**config.mk**
```make
export PLATFORM = sky130hd
export DESIGN_NAME = mem_dma
export DESIGN_NICKNAME = d
export VERILOG_FILES = /design/src/rtl/mem_dma_pkg.sv /design/src/rtl/mem_dma.sv
export SDC_FILE = /design/constraint.sdc
export NUM_CORES = 1
export LEC_CHECK = 0
export ABC_AREA = 0
export CAP_MARGIN = 20
export CORE_ASPECT_RATIO = 0.75
export CORE_UTILIZATION = 45
export DETAILED_ROUTE_END_ITERATION = 8
export GPL_TIMING_DRIVEN = 0
export PLACE_DENSITY = 0.74
export SLEW_MARGIN = 20
export SYNTH_ARGS = -nofsm -noshare
export SYNTH_HDL_FRONTEND = slang
export SYNTH_SLANG_ARGS = --single-unit
```
**constraint.sdc**
```tcl
create_clock -name clk -period 2.6 [get_ports clk]
set_input_delay 0.26 -clock clk [delete_from_list [all_inputs] [get_ports clk]]
set_output_delay 0.26 -clock clk [all_outputs]
set_load 0.05 [all_outputs]
```
**src/rtl/mem_dma_pkg.sv**
```systemverilog
`default_nettype none
// ============================================================================
//  Module   : mem_dma_pkg
//  Purpose  : Shared definitions for the mem_dma block: default widths and
//             the transfer state enumeration.
//  Revision : 1.0 - initial release
// ============================================================================
package mem_dma_pkg;

    localparam int ADDR_W_DEFAULT = 8;
    localparam int DATA_W_DEFAULT = 8;

    typedef enum logic [1:0] {
        ST_IDLE  = 2'd0,
        ST_READ  = 2'd1,
        ST_WRITE = 2'd2,
        ST_DONE  = 2'd3
    } state_e;

endpackage : mem_dma_pkg
`default_nettype wire

```
**src/rtl/mem_dma.sv**
```systemverilog
`default_nettype none
// ============================================================================
//  Module   : mem_dma
//  Purpose  : Word-at-a-time memory DMA engine. Copies length words from
//             src_addr to dst_addr (read/write alternating), or fills
//             length words at dst_addr with fill_value.
//  Ports    : clk, reset (async, active high)
//             start, fill, src_addr, dst_addr, length, fill_value  - request
//             busy, done                                           - status
//             address, write_data, mem_write, mem_read, read_data  - memory
//  Revision : 1.0 - initial release
// ============================================================================
module mem_dma
    import mem_dma_pkg::*;
#(
    parameter int ADDR_W = ADDR_W_DEFAULT,
    parameter int DATA_W = DATA_W_DEFAULT
) (
    input  logic              clk,
    input  logic              reset,
    input  logic              start,
    input  logic              fill,
    input  logic [ADDR_W-1:0] src_addr,
    input  logic [ADDR_W-1:0] dst_addr,
    input  logic [ADDR_W-1:0] length,
    input  logic [DATA_W-1:0] fill_value,
    output logic              busy,
    output logic              done,
    output logic [ADDR_W-1:0] address,
    output logic [DATA_W-1:0] write_data,
    output logic              mem_write,
    output logic              mem_read,
    input  logic [DATA_W-1:0] read_data
);

    state_e            state_q,  state_d;
    logic [ADDR_W-1:0] src_q,    src_d;
    logic [ADDR_W-1:0] dst_q,    dst_d;
    logic [ADDR_W-1:0] len_q,    len_d;
    logic              fill_q,   fill_d;
    logic [DATA_W-1:0] fillv_q,  fillv_d;
    logic [ADDR_W-1:0] count_q,  count_d;
    logic [DATA_W-1:0] data_q,   data_d;

    // Incremented count kept at ADDR_W bits so the last-word compare and
    // address arithmetic both wrap modulo 2^ADDR_W.
    logic [ADDR_W-1:0] w_count_inc;
    assign w_count_inc = count_q + ADDR_W'(1);

    always_comb begin
        state_d    = state_q;
        src_d      = src_q;
        dst_d      = dst_q;
        len_d      = len_q;
        fill_d     = fill_q;
        fillv_d    = fillv_q;
        count_d    = count_q;
        data_d     = data_q;
        address    = '0;
        write_data = '0;
        mem_write  = 1'b0;
        mem_read   = 1'b0;
        busy       = (state_q != ST_IDLE);
        done       = (state_q == ST_DONE);

        case (state_q)
            ST_IDLE: begin
                if (start) begin
                    src_d   = src_addr;
                    dst_d   = dst_addr;
                    len_d   = length;
                    fill_d  = fill;
                    fillv_d = fill_value;
                    count_d = '0;
                    if (length == '0)
                        state_d = ST_DONE;
                    else if (fill)
                        state_d = ST_WRITE;
                    else
                        state_d = ST_READ;
                end
            end
            ST_READ: begin
                address  = src_q + count_q;
                mem_read = 1'b1;
                data_d   = read_data;
                state_d  = ST_WRITE;
            end
            ST_WRITE: begin
                address    = dst_q + count_q;
                mem_write  = 1'b1;
                write_data = fill_q ? fillv_q : data_q;
                count_d    = w_count_inc;
                if (w_count_inc == len_q)
                    state_d = ST_DONE;
                else if (fill_q)
                    state_d = ST_WRITE;
                else
                    state_d = ST_READ;
            end
            ST_DONE: begin
                state_d = ST_IDLE;
            end
            default: begin
                state_d = ST_IDLE;
            end
        endcase
    end

    always_ff @(posedge clk or posedge reset) begin
        if (reset) begin
            state_q <= ST_IDLE;
            src_q   <= '0;
            dst_q   <= '0;
            len_q   <= '0;
            fill_q  <= 1'b0;
            fillv_q <= '0;
            count_q <= '0;
            data_q  <= '0;
        end else begin
            state_q <= state_d;
            src_q   <= src_d;
            dst_q   <= dst_d;
            len_q   <= len_d;
            fill_q  <= fill_d;
            fillv_q <= fillv_d;
            count_q <= count_d;
            data_q  <= data_d;
        end
    end

endmodule : mem_dma
`default_nettype wire

```
* Word-level counts from Yosys, hierarchy flattened *
Index checks and enable logic that the tools add are counted.

cells by class
  eq/ne operators = 5
  muxes and demuxes = 13
  reductions and logical operators = 6
  add/subtract/negate cells = 3

operator list
  operator                                                                number
  8-bit one-hot mux with 2 select lines                                   2
  8-bit two-way mux                                                       3
  8-bit adder                                                             2
  2-bit two-way mux                                                       5
  8-bit by 1-bit adder with 8-bit output (second input constant)          1
  8-bit equality test                                                     1
  8-bit logical NOT                                                       1
  2-bit one-hot mux with 4 select lines                                   1
  2-bit equality test (second input constant)                             2
  2-bit AND reduction                                                     2
  2-bit nonzero test                                                      2
  2-bit by 1-bit equality test with 1-bit output (second input constant)  1
  2-bit logical NOT                                                       1
  1-bit two-way mux                                                       2
  2-bit inequality test (second input constant)                           1

storage, ports and cells
  output and inout bits = 20
  flip-flop bits (word level) = 51

* Depth between registers and ports, before layout *
  word-level depth = 4
  mapped depth = 13
  depth with buffers taken out = 12

* Least setup slack after synthesis *
OpenSTA, ideal clock, no wires.

  path kind = register -> output
  start = register state_q[0]
  end = output port address[6]
  arrival time = 3.727 ns
  setup slack = -1.387 ns
  stages on the path, launching flop included = 13
  buffers on the path = 2
  cells stage by stage = dfrtp_1 inv_1 ha_1 buf_2 buf_1 mux2_2 ha_1 nor2b_1 o21ai_1 nand2b_1 a21o_1 a21oi_1 mux2i_1

between the ends
  longest elaborated chain between the ends = 2
  elaborated cells on any way between the ends = 3
  classes of those cells = eq/ne (2); mux (1)

ends and longest elaborated chain
  element                                                                                RTL line        RTL
  from (decl)                                                                            mem_dma.sv:36   state_e state_q, state_d;
  from (signal assigned)                                                                 mem_dma.sv:121  state_q <= state_d;
  2-bit equality test or 2-bit by 1-bit equality test with 1-bit output (tied branches)  mem_dma.sv:66   case (state_q)
  8-bit one-hot mux with 2 select lines (*)                                              mem_dma.sv:66
  to (decl)                                                                              mem_dma.sv:29   output logic [ADDR_W-1:0] address,

Every way passes the cells marked *; elsewhere a longest branch is shown, timed or not.

* Final worst setup path *
Same ends and word-level chain as after synthesis.

==> results.py <==
metrics = {
    "floorplanning": {
        "ios": 64,
        "dieArea_mm2": 0.00682,
        "core_region_area_mm2": 0.00629,
        "rows": 25,
        "die_w_um": 95,
        "die_height_um": 71.8,
        "initial_core_util": 0.464,
    },
    "detailed_routing": {
        "wl_um": 6520,
        "num_vias": 2191,
        "drc": 0,
        "avgViaCountPerCell": 5.19,
        "drt-wirelength-per-cell_um": 15.4,
        "dr.first_iter.drc_count": 114,
        "drt_pass1_iterations": 4,
        "ant_nets": 0,
    },
    "worst_setup_path": {
        "reg2reg_slack_ns": 0.45,
        "crit_start": "state_q[0]",
        "worst-r2r-cell-count": 8,
        "r2r_end": "dst_q[1]",
        "critical_path_arrival_ns": 2.78,
        "crit_type": "reg -> out",
        "endpoint_kind": "output pin",
        "cp-start-kind": "flip-flop",
        "setup.worst_path.end": "address[6]",
        "r2r-start": "state_q[1]",
        "crit_required_ns": 2.34,
        "cp_max_fo": 5,
    },
    "logic_synthesis": {
        "synth_flop_cell": "dfrtp_1",
        "postSynthAreaPerCell_um2": 11.4,
        "synthArstFlopShare": 1.00,
        "ys_seq_elements": 51,
        "synth_area_mm2": 0.00292,
        "syn-num-nets": 312,
        "synthDistinctLibCells": 47,
        "synth.yosys.warnings": 0,
        "synth_edf_count": 0,
        "yosysSeqAreaShare": 0.437,
        "postSynthCellCount": 255,
    },
    "global_route": {
        "grt_pass1_vias": 2249,
        "grt_pass1_wl_um": 10700,
        "grt.total_usage": 0.208,
        "grt_max_degree": 35,
        "antenna_found_initial": 0,
        "grt_overflow": 0,
    },
    "cts": {
        "clock_latency_ns": 0.30,
        "ctsHoldBuffers": 0,
        "h-tree-depth": 2,
        "cts_max_path_buffers": 2,
        "cts_tree": "built",
        "clock_sinks": 51,
        "clk_pin_slew_worst_paths_ns": 0.09,
        "cts_root_buf": "clkbuf_8",
        "cts_made_buffers": 5,
    },
    "placed_design": {
        "numPortBuffers": 63,
        "dp.final_hpwl_um": 4560,
        "placed_area_mm2": 0.00377,
        "gp_congestion": 0.812,
    },
    "pwr": {
        "p_per_area_mw_per_mm2": 330,
        "finalPower_mw": 1.34,
        "vdd_drop_max_mv": 0.295,
        "leakage_nw": 1.87,
    },
    "cells_and_area": {
        "drive_above_1_share": 0.323,
        "fin_util": 0.646,
        "synthToLayoutAreaGrowth_pct": 39.2,
        "layout_common_cells": "51 x dfrtp_1, 46 x clkdlybuf4s50_1, 36 x mux2_2, 13 x buf_4",
        "fill_cells": 500,
        "nets": 397,
        "n_antenna_cell": 0,
        "fin_area_mm2": 0.00406,
        "layout_commonest_cell": "dfrtp_1",
    },
    "sta": {
        "tightest_slew_ns": 0.665,
        "setup_viol": 5,
        "setup_tns_ns": -1.44,
        "hold_viol_final": 0,
        "slew_violations": 0,
        "setup_slack_ns": -0.437,
        "skew_ns": 0.00634,
        "rsz0062_at_grt": "yes",
        "fmax_mhz": 329,
        "relSlewSlack": 0.557,
        "whs_ns": 0.254,
        "finalCritPeriodShare": 1.17,
        "min_period_ns": 3.04,
    },
    "min_path": {
        "min_path_type": "in -> async",
    },
    "status": {
        "status": "complete, but fails checks",
        "violations": "setup timing",
    },
    "run": {
        "max-cap-violations": 0,
    },
}
## metrics by stage
stage | cells | setup WS [ns]
2_1_floorplan | 255 | -0.315
3_3_place_gp | 399 | -0.930
3_5_place_dp | 400 | -0.954
4_1_cts | 417 | -0.441
5_1_grt | 422 | -0.564
6_report | 422 | -0.437
## synth_stat cells (2+ instances only)
| library cell | instances | area, um^2 |
|---|---|---|
| inv_1 | 12 | 45.0 |
| xor2_1 | 4 | 35.0 |
| mux2_2 | 39 | 439 |
| a22o_1 | 5 | 43.8 |
| nand3_1 | 5 | 25.0 |
| ha_1 | 12 | 150 |
| nor2b_1 | 11 | 68.8 |
| o21ai_1 | 3 | 15.0 |
| nor2_1 | 2 | 7.51 |
| a21oi_1 | 7 | 35.0 |
| mux2i_1 | 10 | 100 |
| and2_1 | 4 | 25.0 |
| mux2_1 | 9 | 101 |
| nand2b_1 | 5 | 31.3 |
| a31oi_1 | 3 | 18.8 |
| o21ai_0 | 9 | 45.0 |
| xnor2_1 | 9 | 78.8 |
| nor3_1 | 5 | 25.0 |
| buf_2 | 6 | 30.0 |
| clkbuf_1 | 5 | 18.8 |
| nand2_1 | 8 | 30.0 |
| and3b_1 | 2 | 17.5 |
| dfrtp_1 | 51 | 1280 |
| nor4_1 | 4 | 25.0 |
| a21o_1 | 3 | 22.5 |
## worst max-delay path, stage by stage (launching register included)
cell	delay [ns]
dfrtp_1	0.40
inv_2	0.09
ha_4	0.20
mux2_4	0.33
ha_4	0.17
inv_2	0.05
fa_2	0.22
nor2b_4	0.05
o21ai_2	0.10
nand2b_1	0.09
a21o_1	0.17
a21oi_2	0.19
mux2i_4	0.26
buf_6	0.18
## cell families after synthesis
logic type | Yosys count | share of synthesized area
buffers and inverters | 25 | 0.0373
xor gates and xnor gates | 13 | 0.0390
muxes | 58 | 0.219
DFF | 51 | 0.437
and+or+nand+nor | 53 | 0.108
AOI/OAI and AO/OA | 41 | 0.0969
adders and majority gates | 14 | 0.0622
## layer usage
layer,track usage,vias to the layer above,wire length [um]
met5,0,-,0
met4,0.0623,0,55
met3,0.0648,8,437
met2,0.323,62,2920
met1,0.279,1047,3100
li1,-,1074,-
## area by class of cell
cell class,instances,area (um^2),area share
plain buffers,12,70.1,0.0172
clock buffers,7,76.3,0.0188
clock inverters,1,5.00,0.00123
inverters,12,45.0,0.0111
multi-input cells,179,1710,0.422
flip-flops and latches,51,1280,0.314
well taps,81,101,0.0249
repair buffers,79,774,0.191
## sequential cells by signal, indices dropped and copies added, names as in the netlist
signal / cells
count_q: 8
fillv_q: 8
len_q: 8
src_q: 8
data_q: 8
dst_q: 8
fill_q: 1
state_q: 2
## where the power goes
| group | switching, mW | internal [mW] |
|---|---|---|
| Combinational | 0.0320 | 0.0672 |
| Sequential | 0.00300 | 0.799 |
| Clock | 0.250 | 0.189 |
## repair_timing
item | in CTS | in global routing
pin swaps | 7 | 7
resized for setup | 75 | 8
endpoints found under the setup margin | 16 | 11
setup buffers | 11 | 8
## worst min-delay path by stage
stage	start	end	slack [ns]	depth (start not counted)
after floorplan	dst_addr[1]	dst_q[1]	0.39	1
after global placement	dst_q[5]	dst_q[5]	0.47	1
after detailed placement	dst_q[4]	dst_q[4]	0.48	1
after CTS	reset	fillv_q[1]	0.26	2
after global routing	reset	fillv_q[1]	0.28	2
final	reset	fillv_q[1]	0.25	2
No activity file was read; power rests on OpenSTA's default activity.
